--- src/rtl/tdm_par_buffer_pkg.sv ---
// tdm_par_pkg: shared partition constants, label type and count-width helper
package tdm_par_pkg;
    localparam int NPAR = 2;
    typedef logic par_t;
    function automatic int cnt_w(input int depth);
        return $clog2(depth) + 1;
    endfunction
endpackage

--- src/rtl/tdm_par_buffer_if.sv ---
// tdm_par_buffer_if: two-partition ingress ports plus the shared TDM output port
interface tdm_par_buffer_if import tdm_par_pkg::*; #(parameter int WIDTH = 8);
    logic [NPAR-1:0]  in_valid;
    logic [WIDTH-1:0] in_data0;
    logic [WIDTH-1:0] in_data1;
    logic [NPAR-1:0]  in_ready;
    par_t             slot;
    logic             out_valid;
    logic [WIDTH-1:0] out_data;
    logic             out_ready;
    modport master(output in_valid, in_data0, in_data1, out_ready,
                   input in_ready, slot, out_valid, out_data);
    modport slave(input in_valid, in_data0, in_data1, out_ready,
                  output in_ready, slot, out_valid, out_data);
endinterface

--- src/rtl/tdm_par_buffer_fifo.sv ---
// par_fifo: single-partition FIFO; all state driven by its own push/pop only
module par_fifo import tdm_par_pkg::*; #(
    parameter int WIDTH = 8,
    parameter int DEPTH = 4
) (
    input  logic             clk,
    input  logic             reset,
    input  logic             push,
    input  logic [WIDTH-1:0] push_data,
    input  logic             pop,
    output logic             ready,
    output logic             valid,
    output logic [WIDTH-1:0] head
);
    localparam int AW = $clog2(DEPTH);
    localparam int CW = cnt_w(DEPTH);
    logic [WIDTH-1:0] mem [DEPTH];
    logic [AW-1:0]    rd_ptr, wr_ptr;
    logic [CW-1:0]    count;
    logic             do_push, do_pop;
    assign ready   = count < CW'(DEPTH);
    assign valid   = count != '0;
    assign do_push = push && ready;
    assign do_pop  = pop && valid;
    // an empty FIFO presents zero rather than stale storage
    assign head    = valid ? mem[rd_ptr] : '0;
    always_ff @(posedge clk) begin
        if (reset) begin
            rd_ptr <= '0;
            wr_ptr <= '0;
            count  <= '0;
        end else begin
            if (do_push) wr_ptr <= wr_ptr + 1'b1;
            if (do_pop) rd_ptr <= rd_ptr + 1'b1;
            count <= count + CW'(do_push) - CW'(do_pop);
        end
    end
    always_ff @(posedge clk)
        if (do_push && !reset) mem[wr_ptr] <= push_data;
    a_no_overflow: assert property (@(posedge clk) disable iff (reset) count <= CW'(DEPTH));
endmodule

--- src/rtl/tdm_par_buffer.sv ---
// tdm_par_buffer: two partition FIFOs sharing one output, time-multiplexed by a public slot counter
module tdm_par_buffer import tdm_par_pkg::*; #(
    parameter int WIDTH    = 8,
    parameter int DEPTH    = 4,
    parameter int SLOT_LEN = 4
) (
    input logic clk,
    input logic reset,
    tdm_par_buffer_if.slave bus
);
    localparam int SW = SLOT_LEN > 1 ? $clog2(SLOT_LEN) : 1;
    logic [SW-1:0]    slot_cnt;
    par_t             slot;
    logic [NPAR-1:0]  rdy, vld;
    logic [WIDTH-1:0] head [NPAR];
    // schedule depends on clk/reset alone, so it carries no partition information
    always_ff @(posedge clk) begin
        if (reset) begin
            slot_cnt <= '0;
            slot     <= '0;
        end else if (slot_cnt == SW'(SLOT_LEN - 1)) begin
            slot_cnt <= '0;
            slot     <= ~slot;
        end else begin
            slot_cnt <= slot_cnt + 1'b1;
        end
    end
    for (genvar i = 0; i < NPAR; i++) begin : g_par
        par_fifo #(.WIDTH(WIDTH), .DEPTH(DEPTH)) u_fifo (
            .clk(clk),
            .reset(reset),
            .push(bus.in_valid[i]),
            .push_data(i == 0 ? bus.in_data0 : bus.in_data1),
            .pop(bus.out_ready && slot == par_t'(i)),
            .ready(rdy[i]),
            .valid(vld[i]),
            .head(head[i])
        );
    end
    assign bus.in_ready  = rdy;
    assign bus.slot      = slot;
    assign bus.out_valid = vld[slot];
    assign bus.out_data  = head[slot];
endmodule
--- src/flat_wrapper.sv ---
// flat-port wrapper written by rule: the top's interface ports become plain ports
module tdm_par_buffer_flat import tdm_par_pkg::*;
#(
    parameter int WIDTH    = 8,
    parameter int DEPTH    = 4,
    parameter int SLOT_LEN = 4
)
  (clk, reset, bus_in_valid, bus_in_data0, bus_in_data1, bus_out_ready, bus_in_ready, bus_slot, bus_out_valid, bus_out_data);
  tdm_par_buffer_if #(.WIDTH(WIDTH)) bus_i ();
  input logic clk;
  input logic reset;
  input wire logic [$bits(bus_i.in_valid)-1:0] bus_in_valid;
  input wire logic [$bits(bus_i.in_data0)-1:0] bus_in_data0;
  input wire logic [$bits(bus_i.in_data1)-1:0] bus_in_data1;
  input wire logic [$bits(bus_i.out_ready)-1:0] bus_out_ready;
  output wire logic [$bits(bus_i.in_ready)-1:0] bus_in_ready;
  output wire logic [$bits(bus_i.slot)-1:0] bus_slot;
  output wire logic [$bits(bus_i.out_valid)-1:0] bus_out_valid;
  output wire logic [$bits(bus_i.out_data)-1:0] bus_out_data;
  assign bus_i.in_valid = bus_in_valid;
  assign bus_i.in_data0 = bus_in_data0;
  assign bus_i.in_data1 = bus_in_data1;
  assign bus_i.out_ready = bus_out_ready;
  assign bus_in_ready = bus_i.in_ready;
  assign bus_slot = bus_i.slot;
  assign bus_out_valid = bus_i.out_valid;
  assign bus_out_data = bus_i.out_data;
  tdm_par_buffer #(.WIDTH(WIDTH), .DEPTH(DEPTH), .SLOT_LEN(SLOT_LEN)) u_core (.clk(clk), .reset(reset), .bus(bus_i));
endmodule
--- config.mk ---
export PLATFORM = sky130hd
export DESIGN_NAME = tdm_par_buffer_flat
export DESIGN_NICKNAME = d
export VERILOG_FILES = /design/src/rtl/tdm_par_buffer_pkg.sv /design/src/rtl/tdm_par_buffer_if.sv /design/src/rtl/tdm_par_buffer_fifo.sv /design/src/rtl/tdm_par_buffer.sv /design/src/flat_wrapper.sv
export SDC_FILE = /design/constraint.sdc
export NUM_CORES = 1
export LEC_CHECK = 0
export ABC_AREA = 1
export BUFFER_PORTS_ARGS = -buffer_cell sky130_fd_sc_hd__buf_2
export CORE_MARGIN = 1
export CORE_UTILIZATION = 59
export CTS_CLUSTER_SIZE = 40
export DETAILED_ROUTE_END_ITERATION = 6
export GPL_TIMING_DRIVEN = 0
export PLACE_DENSITY = 0.78
export RECOVER_POWER = 50
export SYNTH_ARGS = -nofsm -noshare
export SYNTH_HDL_FRONTEND = slang
export SYNTH_SLANG_ARGS = --single-unit
export TNS_END_PERCENT = 30
--- constraint.sdc ---
create_clock -name clk -period 2 [get_ports clk]
set_input_delay 0.3 -clock clk [delete_from_list [all_inputs] [get_ports clk]]
set_output_delay 0.3 -clock clk [all_outputs]
set_load 0.05 [all_outputs]
; Word-level counts from Yosys, hierarchy flattened
; Memory sizes are Yosys's and may differ from the RTL's. A register that Yosys moved wholly into a read port is not among the register bits.
; Index checks and enable logic that the tools add are counted.
[op_classes]
add_sub_neg = 9
multipliers = 0
n_div = 0
order_cmp = 4
eq_ne = 1
shift = 0
muxes = 15
bitwise_logic = 2
n_reduce_logical = 12
[ops]
columns = cell, n
row1 = 8-bit 2-to-1 mux, 5
row2 = "2-bit by 1-bit adder with 2-bit output, second input constant", 5
row3 = 1-bit logical AND, 8
row4 = 2-bit 2-to-1 mux, 4
row5 = 3-bit by 1-bit adder with 3-bit output, 2
row6 = "3-bit < comparator, second input constant", 2
row7 = 1-bit 2-to-1 mux, 6
row8 = 3-bit nonzero test, 2
row9 = 3-bit by 1-bit subtractor with 3-bit output, 2
row10 = "2-bit equality test, second input constant", 1
row11 = "2-bit greater-or-equal comparator, second input constant", 1
row12 = "1-bit by 2-bit < comparator with 1-bit output, second input constant", 1
row13 = 1-bit NOT with 2-bit output, 1
row14 = 2-bit OR reduction, 1
row15 = 1-bit zero test, 1
row16 = 1-bit NOT, 1
[word_totals]
register_bits = 17
latch_bits = 0
ramBits = 64
rom_bits = 0
input_bits = 21
out_inout_bits = 12
elab_cells = 53
n_memories = 2
[memory_table]
columns = memory, depth, width, read_ports, rd_ports_with_merged_regs, write_ports, line
row1 = u_core.g_par[0].u_fifo.mem, 4, 8, 1, 1, 1, tdm_par_buffer_fifo.sv:17  ; logic [WIDTH-1:0] mem [DEPTH];
row2 = u_core.g_par[1].u_fifo.mem, 4, 8, 1, 1, 1, tdm_par_buffer_fifo.sv:17

; Logic depth before layout (Yosys ltp)
[depth]
ltp_word = 5
depth_mapped = 12
depth_no_buf = 12

; Cells and area by module
; From an unflattened synthesis, not the netlist that was laid out.
[hier_totals]
cells_unflattened = 422
area_unflattened_um2 = 3946.3
[by_module_without_submodules]
columns = module, instances, cells_each, area_each_um2, seq_area_each_um2
row1 = par_fifo, 2, 189, 1844.3, 1141.1
row2 = tdm_par_buffer, 1, 44, 257.7, 60.1

; Least setup slack after synthesis
; No wires, ideal clock.
[synth_timing]
path_type = register to register
from = register u_core.slot, in the netlist u_core.bus.slot
to = register u_core.g_par[0].u_fifo.count[2]
setup_time_ps = 113
t_arrival_ps = 2022
required_time_ps = 1887
slack_ps = -135
stages_incl_launch_ff = 11
path_buffers = 0
period_less_slack_ps = 2135
path_cell_list = dfxtp_1 -> nor2_1 -> nand2_1 -> inv_1 -> ha_1 -> inv_1 -> ha_1 -> inv_1 -> fa_1 -> nor2_1 -> nor2_1
[synth_between]
elab_chain_len = 4
[synth_rtl]
columns = element, line
row1 = from (decl), tdm_par_buffer.sv:13  ; par_t slot;
row2 = from (signal assigned), tdm_par_buffer.sv:23  ; slot <= ~slot;
row3 = 1-bit NOT, tdm_par_buffer.sv:34  ; .pop(bus.out_ready && slot == par_t'(i)),
row4 = 1-bit logical AND, tdm_par_buffer.sv:34
row5 = 1-bit logical AND, tdm_par_buffer_fifo.sv:24  ; assign do_pop = pop && valid;
row6 = net u_core.g_par[0].u_fifo.do_pop, tdm_par_buffer_fifo.sv:20  ; logic do_push, do_pop;
row7 = 3-bit by 1-bit subtractor with 3-bit output, tdm_par_buffer_fifo.sv:35  ; count <= count + CW'(do_push) - CW'(do_pop);
row8 = to (signal assigned), tdm_par_buffer_fifo.sv:35
row9 = to (decl), tdm_par_buffer_fifo.sv:19  ; logic [CW-1:0] count;
; The timed path passes the listed nets, and every way through them passes these cells.
; A chain may end at the register's enable or synchronous reset.

==> flow_summary_export.csv <==
group,metric,value,unit
worst_setup_path,slowest_delay,330,ps
worst_setup_path,worstPathMaxFanout,10,
power,power.density,1210,nW/µm²
yosys,postSynth.asyncResetShare,0,%
worst_setup_path,crit_arrival,1610,ps
global_route,grt-ovfl-total,0,
floorplan,die_w,83.2,µm
timing,finalCritPeriodShare,95.7,%
clock_tree,root_buffer,"clkbuf_8",
timing,hold_viol,0,
routing,via_count,2618,
floorplan,start_util,61.3,%
routing,first_pass_iters,4,
yosys,synth.distinct_cells,23,
power,irDropWorstVdd,1.41,mV
global_route,grtUsageMet3,3.48,%
worst_setup_path,path_cells,"buf_6 > inv_4 > buf_6 > nand2_1 > nand3_1 > nand2_1 > nand2_1 > nand2_1 > clkbuf_4",
floorplan,core_area,6350,µm²
clock_tree,cts_inserted_buffers,9,
clock_tree,htreeDepth,3,
routing,drc,0,
timing,tightest_slew,784,ps
global_route,antenna_found_initial,0,
yosys,synth-main-ff-cell,"edfxtp_1",
layout,nets,492,
yosys,ys_seq_area_share,60.2,%
place,io_buffers,31,
power,pwr-share-clk,21.8,%
yosys,ys_ff_latch,85,
place,dpl_cell_area,4150,µm²
global_route,grt_pass1_vias,2566,
clock_tree,post_cts.repair.setup_buffers,0,
clock_tree,cts.path.max_buffers,2,
yosys,syn_avg_cell_area,9.41,µm²
place,hpwl,4.61,mm
global_route,grt_use_met1,25.9,%
power,power_frac_seq,41.3,%
status,status,"finished, final reports clean",
global_route,grt_pass1_wl,11.1,mm
yosys,synth_top_area_share,49.4,%
routing,drt-total-wl,6.57,mm
routing,drt-vias-per-instance,4.87,
global_route,grt_use_met2,34.1,%
worst_setup_path,required,1700,ps
yosys,yosysMostFrequentCell,"nand2_1",
flow_run,drv_cap,0,
routing,drtIter0Drc,153,
power,switchingPower,2.01,mW
yosys,synth_simple_gate_area_share,19.5,%
timing,fin_worst_skew,5.91,ps
yosys,synth.cell_area,3890,µm²
layout,fin_area,4390,µm²
timing,finalCriticalPeriod,1910,ps
timing,slew_violations,0,
yosys,synth_top_family_by_area,"simple AND/OR/NAND/NOR gates",
power,internal_power,3.31,mW
yosys,synthAdderAreaFrac,5.21,%
min_path,hold_path.class,"input port to flip-flop",
floorplan,rows,29,
timing,rsz0062_at_grt,"false",
layout,nFillCells,470,
clock_tree,clk_latency,350,ps
worst_setup_path,critPathCaptureType,"primary output",
global_route,gr-max-usage-layer,"met2",
power,switching_share,37.9,%
floorplan,die_h,83.2,µm
global_route,grt_max_degree,14,
power,p_leak,2.07,nW
routing,wl_per_cell,12.2,µm
floorplan,ios,33,
clock_tree,cts.sinks,85,
yosys,synth.area.mux_share,0,%
worst_setup_path,slowest_stage,"dfxtp_1",
clock_tree,cts_tree,"yes",
power,p_comb_share,36.9,%
yosys,synth-compound-area-share,1.99,%
worst_setup_path,crit_path_frequent_cell,"nand2_1",
worst_setup_path,path_class,"flip-flop to primary output",
global_route,grtUsageTotal,21.2,%
worst_setup_path,cp_num_buf_inv,4,
timing,holdWs,205,ps
worst_setup_path,cp_top_family,"buffers and inverters",
place,gp_congestion,0.762,
yosys,synth_top_area_cell,"edfxtp_1",
timing,slew_headroom,47.5,%
yosys,yosys_warnings,0,
layout,diodes,0,
yosys,yosys.area_share.xor_xnor,1.12,%
timing,tns,0,ps
timing,max_freq,522,MHz
yosys,synth_edf_count,64,
yosys,syn_nets,450,
layout,areaGrowthSynthToFinish,12.8,%
yosys,yosys-top-cells-count,"121 x nand2_1, 94 x inv_1, 64 x edfxtp_1",
clock_tree,clk_pin_slew,80,ps
layout,drive_above_1_share,12.4,%
routing,drtAntennaViolNets,0,
yosys,synth_cells,414,
worst_setup_path,start_kind,"flip-flop",
yosys,synth_area_leaders,"edfxtp_1 49%, nand2_1 12%, dfxtp_1 11%, inv_1 9.1%, nand3_1 4.6%",
floorplan,die_area,6930,µm²
timing,setup_violations,0,
power,total_power,5.32,mW
[power by group through the flow]
stage / Clock [mW] / Sequential (mW) / Combinational (mW)
after floorplan: 0 / 2.20 / 1.43
after global placement: 0 / 2.21 / 1.81
after detailed placement: 0 / 2.22 / 1.85
after CTS: 1.18 / 2.18 / 1.86
after global routing: 1.25 / 2.22 / 2.19
final: 1.16 / 2.20 / 1.96
[layout make-up]
cell class              count  area (µm²)  area share (%)
flip-flops and latches     85        2340            53.4
multi-input cells         220        1110            25.4
inverters                  97         377            8.58
repair buffers             31         155            3.53
clock buffers              12         145            3.31
plain buffers              12         110            2.51
well taps                  77        96.3            2.19
clock inverters             4        47.5            1.08
[path summary, 6_finish.rpt]
check	from	to	slack, ps	cells after the start
min	reset	u_core.bus.slot$_SDFFE_PP0P_	200	2
max reg2reg	u_core.g_par[0].u_fifo.count[1]$_SDFF_PP0_	u_core.g_par[0].u_fifo.count[2]$_SDFF_PP0_	160	11
min reg2reg	u_core.slot_cnt[0]$_SDFF_PP0_	u_core.slot_cnt[0]$_SDFF_PP0_	440	1
max	flip-flop	bus_out_data[4]	90	9
[worst reg2reg max path, stage by stage (launching register included)]
cell	delay, ps
dfxtp_2	360
nor2_4	150
nand2_2	80
nand2_2	80
inv_1	40
ha_1	280
inv_1	60
ha_1	130
inv_1	50
fa_1	370
nor2_1	110
nor2_1	50
[layer usage]
layer	part of all wire, %	up-vias
met2	50	81
met3	7.4	12
met5	0	-
li1	-	1350
met4	2.4	0
met1	41	1175
[kinds of logic (layout without fill, tap and decap cells)]
kind of cell	count (synthesis)	count (layout)
AO/OA/AOI/OAI	12	12
XOR/XNOR	5	5
adder cells (fa/ha/maj)	15	15
buffers and inverters	109	156
flip-flops	85	85
AND/OR/NAND/NOR	188	188
[flip-flops by register name, summed over array words and instances, names as in the netlist, named ones only]
name	cells
u_core.bus.slot	1
u_core.g_par.u_fifo.count	6
u_core.g_par.u_fifo.mem	64
u_core.g_par.u_fifo.rd_ptr	4
u_core.g_par.u_fifo.wr_ptr	4
u_core.slot_cnt	2
[what timing repair did]
action | 4_1_cts | 5_1_grt
gates resized for setup | 4 | 22
hold buffers | 0 | 0
pin swaps | 0 | 1
setup endpoints to repair | 5 | 13
[per-stage QoR]
stage | setup slack [ps] | instances | utilization (%)
after detailed placement | 64.2 | 522 | 65.3
after CTS | -9.46 | 538 | 68.5
after global placement | 89.8 | 522 | 65.3
after floorplan | 99.1 | 414 | -
after global routing | 0.561 | 538 | 69.1
final | 85.7 | 538 | 69.1
[placed cells by master (no fill, tap or decap), types with 3 or more instances in the layout]
cell type,instances
buf_4,7
inv_1,91
buf_2,8
clkbuf_4,6
clkbuf_1,18
ha_1,13
a21oi_1,6
clkinvlp_4,3
nor2_1,26
nand2_1,117
clkbuf_8,10
nand3_1,36
xor2_1,3
dfxtp_1,19
nand2_2,4
o21ai_0,4
buf_6,6
edfxtp_1,64
(Power assumes the default switching activity.)
